File: config.mk
export PLATFORM = sky130hd
export DESIGN_NAME = vjtag_dr_responder
export DESIGN_NICKNAME = d
export VERILOG_FILES = /design/src/rtl/vjtag_dr_responder.sv
export SDC_FILE = /design/constraint.sdc
export NUM_CORES = 1
export LEC_CHECK = 0
export ABC_AREA = 1
export CAP_MARGIN = 20
export CORE_AREA = 8 8 98 100
export DETAILED_ROUTE_END_ITERATION = 7
export DIE_AREA = 0 0 106 108
export PLACE_DENSITY = 0.5
export SLEW_MARGIN = 20
export SYNTH_ARGS = -nofsm -noshare
export SYNTH_HDL_FRONTEND = slang
export SYNTH_SLANG_ARGS = --single-unit
File: constraint.sdc
create_clock -name tck -period 1.5 [get_ports tck]
set_clock_uncertainty 0.05 [all_clocks]
set_input_delay 0.3 -clock tck [delete_from_list [all_inputs] [get_ports tck]]
set_output_delay 0.3 -clock tck [all_outputs]
set_load 0.1 [all_outputs]
File: src/rtl/vjtag_dr_responder.sv
// Virtual JTAG user-side data-register engine.
// Decodes the 4-bit virtual IR, runs capture/shift/update on a 32-bit shift register,
// commits WRITE words to the fabric and returns IDCODE/READ/LOOP words.
// Optional feature macro: VJTAG_PARITY_EN (WRITE carries an even-parity bit above the data).
module vjtag_dr_responder #(
  parameter int unsigned DATA_W  = 8,
  parameter logic [31:0] USER_ID = 32'h5653_4A01
) (
  input  logic              tck,
  input  logic              rst_n,
  input  logic              tdi,
  output logic              tdo,
  input  logic [3:0]        ir_in,
  output logic [3:0]        ir_out,
  input  logic              virtual_state_cdr,
  input  logic              virtual_state_sdr,
  input  logic              virtual_state_e1dr,
  input  logic              virtual_state_pdr,
  input  logic              virtual_state_e2dr,
  input  logic              virtual_state_udr,
  input  logic              virtual_state_cir,
  input  logic              virtual_state_uir,
  input  logic [DATA_W-1:0] rd_data,
  output logic [DATA_W-1:0] wr_data,
  output logic              wr_valid
);

  localparam logic [3:0] IrIdcode = 4'h1;
  localparam logic [3:0] IrWrite  = 4'h2;
  localparam logic [3:0] IrRead   = 4'h3;
  localparam logic [3:0] IrLoop   = 4'h4;
  localparam logic [3:0] IrClear  = 4'hF;

`ifdef VJTAG_PARITY_EN
  localparam int unsigned WrLen = DATA_W + 1;
`else
  localparam int unsigned WrLen = DATA_W;
`endif

  logic [31:0]       sr_q, sr_d, sr_shift, cap, keep_mask;
  logic [5:0]        cnt_q, cnt_d, len;
  logic [DATA_W-1:0] wr_data_q;
  logic              wr_valid_q, wr_seen_q, len_err_q, par_err;
  logic              wr_hit, len_ok, par_ok, commit, flag_clr;

  // Pause/exit/capture-IR states carry no action for this register.
  logic unused_states;
  assign unused_states = ^{virtual_state_e1dr, virtual_state_pdr, virtual_state_e2dr,
                           virtual_state_cir};

  // Instruction decode: scan length and capture value.
  always_comb begin
    len = 6'd1;
    cap = '0;
    case (ir_in)
      IrIdcode: begin
        len = 6'd32;
        cap = USER_ID;
      end
      IrWrite:  len = 6'(WrLen);
      IrRead: begin
        len = 6'(DATA_W);
        cap = 32'(rd_data);
      end
      IrLoop: begin
        len = 6'(DATA_W);
        cap = 32'(wr_data_q);
      end
      default: ;
    endcase
  end

  // Shift right within the active length; tdi enters at bit len-1, upper bits forced to 0.
  always_comb begin
    keep_mask = (len == 6'd32) ? '1 : ((32'd1 << len) - 32'd1);
    sr_shift  = ((sr_q >> 1) & (keep_mask >> 1)) | (32'(tdi) << (len - 6'd1));
  end

  // Capture/shift next state; capture wins if both states are asserted together.
  always_comb begin
    sr_d  = sr_q;
    cnt_d = cnt_q;
    if (virtual_state_cdr) begin
      sr_d  = cap;
      cnt_d = '0;
    end else if (virtual_state_sdr) begin
      sr_d  = sr_shift;
      cnt_d = (cnt_q == 6'd63) ? cnt_q : cnt_q + 6'd1;
    end
  end

  // Update-DR decode for WRITE: commit only on exact length and good parity.
  always_comb begin
    wr_hit   = virtual_state_udr && (ir_in == IrWrite);
    len_ok   = (cnt_q == len);
`ifdef VJTAG_PARITY_EN
    par_ok   = (sr_q[DATA_W] == ^sr_q[DATA_W-1:0]);
`else
    par_ok   = 1'b1;
`endif
    commit   = wr_hit && len_ok && par_ok;
    flag_clr = virtual_state_uir && (ir_in == IrClear);
  end

  // Shift register, counter, write port and sticky status flags.
  always_ff @(posedge tck or negedge rst_n) begin
    if (!rst_n) begin
      sr_q       <= '0;
      cnt_q      <= '0;
      wr_data_q  <= '0;
      wr_valid_q <= 1'b0;
      wr_seen_q  <= 1'b0;
      len_err_q  <= 1'b0;
    end else begin
      sr_q       <= sr_d;
      cnt_q      <= cnt_d;
      wr_valid_q <= commit;
      if (commit) wr_data_q <= sr_q[DATA_W-1:0];
      if (flag_clr) begin
        wr_seen_q <= 1'b0;
        len_err_q <= 1'b0;
      end else begin
        if (commit)             wr_seen_q <= 1'b1;
        if (wr_hit && !len_ok)  len_err_q <= 1'b1;
      end
    end
  end

`ifdef VJTAG_PARITY_EN
  logic par_err_q;

  // Sticky parity error on an exact-length WRITE whose parity bit disagrees.
  always_ff @(posedge tck or negedge rst_n) begin
    if (!rst_n)                               par_err_q <= 1'b0;
    else if (flag_clr)                        par_err_q <= 1'b0;
    else if (wr_hit && len_ok && !par_ok)     par_err_q <= 1'b1;
  end
  assign par_err = par_err_q;
`else
  assign par_err = 1'b0;
`endif

  assign tdo      = sr_q[0];
  assign wr_data  = wr_data_q;
  assign wr_valid = wr_valid_q;
  assign ir_out   = {par_err, 1'b0, len_err_q, wr_seen_q};

endmodule
# Word level (Yosys, flattened, before mapping)
# Index checks and enable logic that the tools add are counted.
dict set report op_classes {
  n_addsub 3
  eq_ne 9
  shift 2
  muxes 12
  bitwise 2
  reduce_logical 10
}
# operator count
set op_table {}
lappend op_table {{2-to-1 mux 32 bit} 3}
lappend op_table {{case mux 31 bit (3 select lines)} 1}
lappend op_table {{bitwise OR 31 x 32 -> 32 bit} 1}
lappend op_table {{<< shifter 1 x 6 -> 32 bit} 1}
lappend op_table {{<< shifter 1 x 6 -> 32 bit (first input constant)} 1}
lappend op_table {{subtractor 32 x 1 -> 32 bit (second input constant)} 1}
lappend op_table {{bitwise AND 31 bit} 1}
lappend op_table {{2-to-1 mux 6 bit} 3}
lappend op_table {{== test 6 bit (second input constant)} 2}
lappend op_table {{case mux 6 bit (2 select lines)} 1}
lappend op_table {{== test 4 x 2 -> 1 bit (second input constant)} 2}
lappend op_table {{adder 6 x 1 -> 6 bit (second input constant)} 1}
lappend op_table {{== test 6 bit} 1}
lappend op_table {{nonzero test 2 bit} 3}
lappend op_table {{subtractor 6 x 1 -> 6 bit (second input constant)} 1}
lappend op_table {{== test 4 x 1 -> 1 bit (second input constant)} 1}
lappend op_table {{== test 4 x 3 -> 1 bit (second input constant)} 1}
lappend op_table {{== test 4 bit (second input constant)} 1}
lappend op_table {{logical AND 1 bit} 4}
lappend op_table {{2-to-1 mux 1 bit} 4}
lappend op_table {{OR reduction 3 bit} 1}
lappend op_table {{inequality test 2 bit (second input constant)} 1}
lappend op_table {{AND reduction 2 bit} 1}
lappend op_table {{zero test 1 bit} 1}
dict set report totals {
  regBits 49
  in_bits 23
  output_inout_bits 14
  word_cells 44
}

# Longest topological paths before layout
# Gate-level depths: netlist (run 1).
dict set report logic_depth {
  depth_word 10
  mapped_depth 10
}

# Worst setup path before layout (run 1)
# OpenSTA, ideal clock, no wires.
dict set report synth_timing {
  kind {register to register}
  start {reg wr_data_q[3], in the netlist wr_data[3]}
  end {reg sr_q[3]}
  setup_time_ps 83
  arrival_time_ps 1359
  t_required_ps 1367
  path_slack_ps 8
  stages_incl_launch_ff 7
  period_less_slack_ps 1492
  path_cell_list {dfrtp_1 -> nand3_1 -> nand2_1 -> nand2_1 -> o21ai_0 -> nand2_1 -> o21ai_0}
}
dict set report synth_via {
  elab_chain_len 2
}
# element line
set synth_lines {}
lappend synth_lines {{from (decl)} 42} ;# logic [DATA_W-1:0] wr_data_q;
lappend synth_lines {{from (signal assigned)} 118} ;# if (commit) wr_data_q <= sr_q[DATA_W-1:0];
lappend synth_lines {{case mux 31 bit (3 select lines)} 55} ;# case (ir_in)
lappend synth_lines {{2-to-1 mux 32 bit} 83} ;# if (virtual_state_cdr) begin
lappend synth_lines {{to (signal assigned)} 115} ;# sr_q <= sr_d;
lappend synth_lines {{to (decl)} 40} ;# logic [31:0] sr_q, sr_d, sr_shift, cap, keep_mask;
# No other way between the ends.
# A chain may end at the register's enable or synchronous reset.

# Worst setup path after layout (run 1)
dict set report layout_timing {
  start {reg cnt_q[1]}
  end {reg cnt_q[3]}
}
dict set report layout_via {
  elab_chain_len 4
  word_cells_on_any_way 7
  cone_classes {1 x add/sub; 2 x eq/ne; 3 x mux; 1 x reduce/logical}
}
# element line
set layout_lines {}
lappend layout_lines {{from (decl)} 41} ;# logic [5:0] cnt_q, cnt_d, len;
lappend layout_lines {{from (signal assigned)} 116} ;# cnt_q <= cnt_d;
lappend layout_lines {{adder 6 x 1 -> 6 bit} 88} ;# cnt_d = (cnt_q == 6'd63) ? cnt_q : cnt_q + 6'd1;
lappend layout_lines {{2-to-1 mux 6 bit} 88}
lappend layout_lines {{2-to-1 mux 6 bit} 86} ;# end else if (virtual_state_sdr) begin
lappend layout_lines {{2-to-1 mux 6 bit} 83}
# Several ways; a longest one is shown, not always the timed one. The select of a mux whose other input is x is not followed.

==> impl_metrics.tcl, run 1 <==
set metrics [dict create \
    wl_per_cell_um 13.1 \
    drive_above_1_share_pct 23.4 \
    clkTransAtPathRegs_ns 0.10 \
    crit_chain "ha_2 > nand3_2 > nor2_4 > nand3_2 > nand2_4 > nor2_2 > o21ai_1 > a21oi_1" \
    wl_mm 5.89 \
    core_um2 8050 \
    synth_top_area_cell "dfrtp_1" \
    grt_max_degree 50 \
    crit_required_ns 1.63 \
    vias_per_cell 4.49 \
    slowest_delay_ns 0.37 \
    cp_max_fo 4 \
    dieArea_um2 11400 \
    cts_max_level 2 \
    max-clock-path-buffers 2 \
    crit_path_end_kind "register" \
    drv_slew 0 \
    routabilityCongestion 0.757 \
    period_share_pct 93.7 \
    synth_seq_area_share_pct 52.1 \
    grt_antenna_before_repair 0 \
    nNetsFinal 369 \
    cp-start-kind "register" \
    core.rowCount 33 \
    netlist_top_cells_count "nand2_1, dfrtp_1, o21ai_0" \
    final.min_clock_period_ns 1.41 \
    gr-usage-all-layers_pct 10.9 \
    ys_ff_latch 49 \
    cp.arrival_ns 1.54 \
    rsz0062_at_grt "yes" \
    setup_tns_ns 0 \
    vias 2023 \
    syn-cell-area_um2 2350 \
    grt_overflow 0 \
    fill_cells 856 \
    synth_most_common_cell "nand2_1" \
    dr.pass1.iters 4 \
    n_antenna_cell 0 \
    finalSetupViolations 0 \
    status "finished, final reports clean" \
    syn-instance-count 286 \
    path_class "register to register" \
    grt_pass1_wl_mm 10.2 \
    finalInstanceArea_um2 3290 \
    io_buffer_count 30 \
    cts_root_buf "clkbuf_8" \
    postSynthAreaPerCell_um2 8.22 \
    fmax_mhz 711 \
    hp-class "register to register" \
    ant_nets 0 \
    die_height_um 108 \
    ys_async_sr_fraction_pct 100 \
    grt_pass1_vias 2057 \
    vdd_ir_drop_max_v 0.000445 \
    maxCapViolations 0 \
    placedInstanceArea_um2 3050 \
    io_pins 37 \
    hpwl_mm 4.20 \
    synth.top_cell.area_share_pct 52.1 \
    slowest_stage "dfrtp_1" \
    drt_iter0_markers 91 \
    cts_made_buffers 5 \
    yosysWarnings 0 \
    drc 0 \
    initial_core_util_pct 29.2 \
    leakage_nw 1.53 \
    yosys.cell_types.count 25 \
    clock_latency_ns 0.30 \
    syn_to_final_growth_pct 40.0 \
    dieWidth_um 106 \
    hold_slack_ns 0.426 \
    stdcell_count 451 \
    pwr_density_cell_nw_per_um2 904 \
    dp.cells 437 \
    crit_top_cell "nand3_2" \
    synthTopCellsByArea "dfrtp_1, nand2_1, o21ai_0, inv_1, nand3_1" \
    hold_violations 0 \
    cts_tree "done" \
    cts_sinks 49 \
    synth-edff-count 0 \
    ys.flop_type "dfrtp_1" \
]
==> worst paths after layout <==
path / start / end / slack, ns / cells after the start
setup / recovery: cnt_q[1] / cnt_q[3] / 0.09 / 8
hold / removal: sr_q[6] / wr_data[6] / 0.43 / 2
max in group asynchronous: rst_n / wr_data[6] / 0.71 / 3
hold reg to reg: sr_q[6] / wr_data[6] / 0.43 / 2
min in group asynchronous: rst_n / wr_seen_q / 0.44 / 3
setup reg to reg: cnt_q[1] / cnt_q[3] / 0.09 / 8
==> final cells by class <==
| cell class | count | area (µm²) | share of cell area, % |
|---|---|---|---|
| clock inverter | 2 | 16.3 | 0.494 |
| sequential | 49 | 1230 | 37.2 |
| clock buffer | 6 | 82.6 | 2.51 |
| tap | 105 | 131 | 3.99 |
| inverter | 36 | 135 | 4.10 |
| multi-input combinational | 192 | 1040 | 31.5 |
| timing repair buffer | 61 | 664 | 20.2 |
==> what timing repair did <==
action,4_1_cts,5_1_grt
gates cloned,1,0
setup endpoints to repair,38,28
gates resized for setup,17,16
pin swaps,5,8
hold buffers,1,0
setup buffers,2,2
hold endpoints to repair,49,0
==> cell families after synthesis <==
logic type                 synth area share (%)
and+or+nand+nor                            25.5
AOI/OAI and AO/OA                          13.4
DFF                                        52.1
buffers and inverters                      8.35
adders and majority gates                 0.532
other                                     0.159
==> power by group <==
group | internal [W] | switching (W) | total (W)
Clock | 0.000380 | 0.000455 | 0.000835
Combinational | 0.000266 | 0.000459 | 0.000725
Sequential | 0.00137 | 0.0000474 | 0.00142
==> metal layers <==
metal,share of wire (%),track usage [%]
met1,47,14.0
met2,47,17.3
met3,5.6,3.09
met4,0.80,3.52
met5,0,0
==> registers in the layout (all words and copies together), names as in the netlist <==
name,flops
sr_q,32
len_err_q,1
wr_seen_q,1
wr_valid,1
cnt_q,6
wr_data,8
==> worst max-delay path: cells and delay by family (launching register included) <==
| family | cells | cell delay, ns |
|---|---|---|
| compound gates | 2 | 0.17 |
| fa+ha+maj | 1 | 0.20 |
| flops | 1 | 0.37 |
| simple gates | 5 | 0.50 |
==> stage by stage <==
stage	utilization (%)	setup WS, ns	total power, W
floorplan	-	0.00815	0.00183
global placement	37.9	-0.456	0.00212
detailed placement	37.9	-0.530	0.00212
CTS	40.1	0.0265	0.00301
global route	40.9	-0.0376	0.00314
finish	40.9	0.0940	0.00298
==> cells in the final DEF (no fill, tap or decap), drive strengths merged <==
| cell | n |
|---|---|
| a21oi | 7 |
| nor2 | 16 |
| dlygate4sd3 | 1 |
| dfrtp | 49 |
| clkbuf | 6 |
| a22oi | 2 |
| o211ai | 2 |
| nand3 | 30 |
| nor3 | 4 |
| inv | 37 |
| dlygate4sd2 | 4 |
| nand2 | 78 |
| buf | 43 |
| o21ai | 44 |
| a32o | 1 |
| ha | 1 |
| nand4 | 2 |
| conb | 2 |
| clkinvlp | 1 |
| dlymetal6s2s | 1 |
| o22ai | 3 |
| clkdlybuf4s50 | 12 |
(Power assumes the default switching activity.)
==> run 2, diff against run 1 <==
--- a/config.mk
+++ b/config.mk
@@ -7,11 +7,12 @@
 export LEC_CHECK = 0
 export ABC_AREA = 1
 export CAP_MARGIN = 20
-export CORE_AREA = 8 8 98 100
+export CORE_AREA = 8 8 76 78
 export DETAILED_ROUTE_END_ITERATION = 7
-export DIE_AREA = 0 0 106 108
-export PLACE_DENSITY = 0.5
+export DIE_AREA = 0 0 84 86
+export PLACE_DENSITY = 0.76
 export SLEW_MARGIN = 20
 export SYNTH_ARGS = -nofsm -noshare
 export SYNTH_HDL_FRONTEND = slang
 export SYNTH_SLANG_ARGS = --single-unit
+export TNS_END_PERCENT = 30
==> constraint.sdc (replaced) <==
create_clock -name tck -period 1.3 [get_ports tck]
set_clock_uncertainty 0.05 [all_clocks]
set_input_delay 0.26 -clock tck [delete_from_list [all_inputs] [get_ports tck]]
set_output_delay 0.26 -clock tck [all_outputs]
set_load 0.1 [all_outputs]
==> run 2 against run 1 <==
Compared with the run above: the flow now finishes with violations (setup timing); design area is 0.42% higher; via count is 6.5% higher; global-route usage is 4.8 points higher; die area is 37% lower; non-clock buffer count is 1 higher; sequential share of layout area is 0.11 points higher; hold slack worse by 0.027 ns; cell count is 11% lower; clock-buffer cell count is 1 lower; critical path depth is 1 higher; fmax is 6.2% lower; largest power group unchanged; highest routed layer unchanged.
==> impl_metrics.tcl, run 2 (synthesis gave the netlist of run 1 again) <==
set metrics [dict create \
    n_antenna_cell 0 \
    io_pins 37 \
    crit_required_ns 1.48 \
    drc 0 \
    status "complete, but fails checks" \
    cp-startpoint "cnt_q[1]" \
    leakage_nw 1.53 \
    drive_above_1_share_pct 29.1 \
    grt_max_degree 50 \
    cp.arrival_ns 1.68 \
    final_cell_mix "nand2_1, dfrtp_1, o21ai_0" \
    top_layer_used "met4" \
    cp-start-kind "register" \
    clkTransAtPathRegs_ns 0.10 \
    drt_iter0_markers 120 \
    syn_to_final_growth_pct 40.6 \
    top_register "sr_q" \
    rsz0062_at_grt "yes" \
    clock_latency_ns 0.31 \
    violations "setup timing" \
    swShare_pct 31.9 \
    comb_power_share_pct 24.1 \
    rrSetupSlack_ns -0.20 \
    cts_tree "done" \
    wl_mm 5.77 \
    cp_max_fo 5 \
    hpwl_mm 3.73 \
    finalCoreUtilization_pct 71.9 \
    gr-usage-all-layers_pct 15.7 \
    cts_made_buffers 5 \
    vias_per_cell 5.37 \
    final.min_clock_period_ns 1.50 \
    wl_met2_mm 2.79 \
    grt_overflow 0 \
    r2r_end "cnt_q[4]" \
    hp-class "input pin to asynchronous set/reset pin" \
    setup_slack_ns -0.199 \
    grt_pass1_wl_mm 9.43 \
    crit_path_end_kind "register" \
    nNetsFinal 370 \
    ant_nets 0 \
    core.rowCount 25 \
    fmax_mhz 667 \
    dieWidth_um 84 \
    hold_slack_ns 0.399 \
    dieArea_um2 7220 \
    initial_core_util_pct 51.2 \
    grt_pass1_vias 2071 \
    grt_antenna_before_repair 0 \
    mostFrequentLayoutCell "nand2_1" \
    seqPwrFrac_pct 44.7 \
    p_sw_w 0.00117 \
    io_buffer_count 30 \
    drv_slew 0 \
    routabilityCongestion 0.815 \
    maxCapViolations 0 \
    finalSetupViolations 17 \
    wl_per_cell_um 14.4 \
    p_int_w 0.00250 \
    cts_sinks 49 \
    met3_length_um 308 \
    core_um2 4600 \
    cts_max_level 2 \
    largest_register_ffs 32 \
    r2r-start "cnt_q[1]" \
    fill_cells 332 \
    drt-met1-wl_mm 2.54 \
    hold_violations 0 \
    max-clock-path-buffers 2 \
    period_share_pct 115 \
    die_height_um 86 \
    pwr_density_cell_nw_per_um2 1110 \
    vdd_ir_drop_max_v 0.000732 \
    cts_root_buf "clkbuf_8" \
    vias 2155 \
    path_class "register to register" \
    dr.pass1.iters 4 \
    clkPwrFrac_pct 31.2 \
    rr_worst_depth 9 \
    power_w 0.00366 \
]
## run 2: changes by cell type in the layout (fill, tap and decap cells not counted), sizes merged
cell / previous run / this run
buf: 43 / 44
bufinv: 0 / 1
clkbuf: 6 / 5
clkinvlp: 1 / 0
dlygate4sd2: 4 / 5
dlymetal6s2s: 1 / 0
inv: 37 / 38
## run 2: critical path, stage by stage, from the launching register on
cell,delay [ns]
dfrtp_1,0.40
ha_2,0.21
nand3_2,0.08
nor2_2,0.13
nand3_2,0.14
nand2_4,0.13
inv_4,0.06
nand2_1,0.07
nand2_1,0.06
a21oi_2,0.10
## run 2: power by group through the flow
stage / clock network [W] / registers, W / logic (W)
3_3_place_gp: 0 / 0.00166 / 0.000771
5_1_grt: 0.00122 / 0.00164 / 0.000933
3_5_place_dp: 0 / 0.00166 / 0.000775
2_1_floorplan: 0 / 0.00176 / 0.000357
6_report: 0.00114 / 0.00164 / 0.000884
4_1_cts: 0.00116 / 0.00163 / 0.000848
## run 2: area by class of cell
type,count,area [µm²],share of cell area [%]
Timing Repair Buffer,62,679,20.5
Tap cell,54,67.6,2.04
Multi-Input combinational cell,192,1070,32.4
Sequential cell,49,1230,37.3
Clock inverter,3,47.5,1.44
Clock buffer,5,68.8,2.08
Inverter,36,138,4.16
## run 2: layer usage
layer	global-route usage [%]	up-vias
met5	0	-
met4	6.12	0
met3	4.93	12
met2	25.3	66
met1	19.0	1031
li1	-	1046
## run 2: worst max-delay path by stage
stage | end | slack [ns] | cells after the start
after floorplan | cnt_q[4] | -0.09 | 8
after global placement | wr_data[5] | -0.67 | 9
after detailed placement | wr_data[0] | -0.71 | 9
after CTS | cnt_q[4] | -0.16 | 9
after global routing | cnt_q[4] | -0.28 | 9
final | cnt_q[4] | -0.20 | 9
## run 2: per-stage QoR
step / instance area [µm²] / setup TNS (ns) / worst slack [ns] / instances
after global placement: 3000 / -25.46 / -0.666 / 387
final: 3310 / -1.95 / -0.199 / 401
after CTS: 3230 / -2.01 / -0.161 / 400
after detailed placement: 3000 / -27.69 / -0.713 / 387
after global routing: 3310 / -3.47 / -0.279 / 401
after floorplan: 2360 / -0.809 / -0.0923 / 287
## run 2: timing repair
action	CTS	global route
endpoints found under the hold margin	49	0
pin swaps	10	13
resized for setup	29	26
setup endpoints to repair	49	41
cloned	1	0
hold buffers	1	0
setup buffers	3	1
==> run 3, diff against run 2 <==
--- a/config.mk
+++ b/config.mk
@@ -10,6 +10,7 @@
 export CORE_AREA = 8 8 76 78
 export DETAILED_ROUTE_END_ITERATION = 7
 export DIE_AREA = 0 0 84 86
+export HOLD_SLACK_MARGIN = 0.1
 export PLACE_DENSITY = 0.76
 export SLEW_MARGIN = 20
 export SYNTH_ARGS = -nofsm -noshare
==> results of run 3 <==
No change in the layout: final DEF, timing and power equal those of run 2.
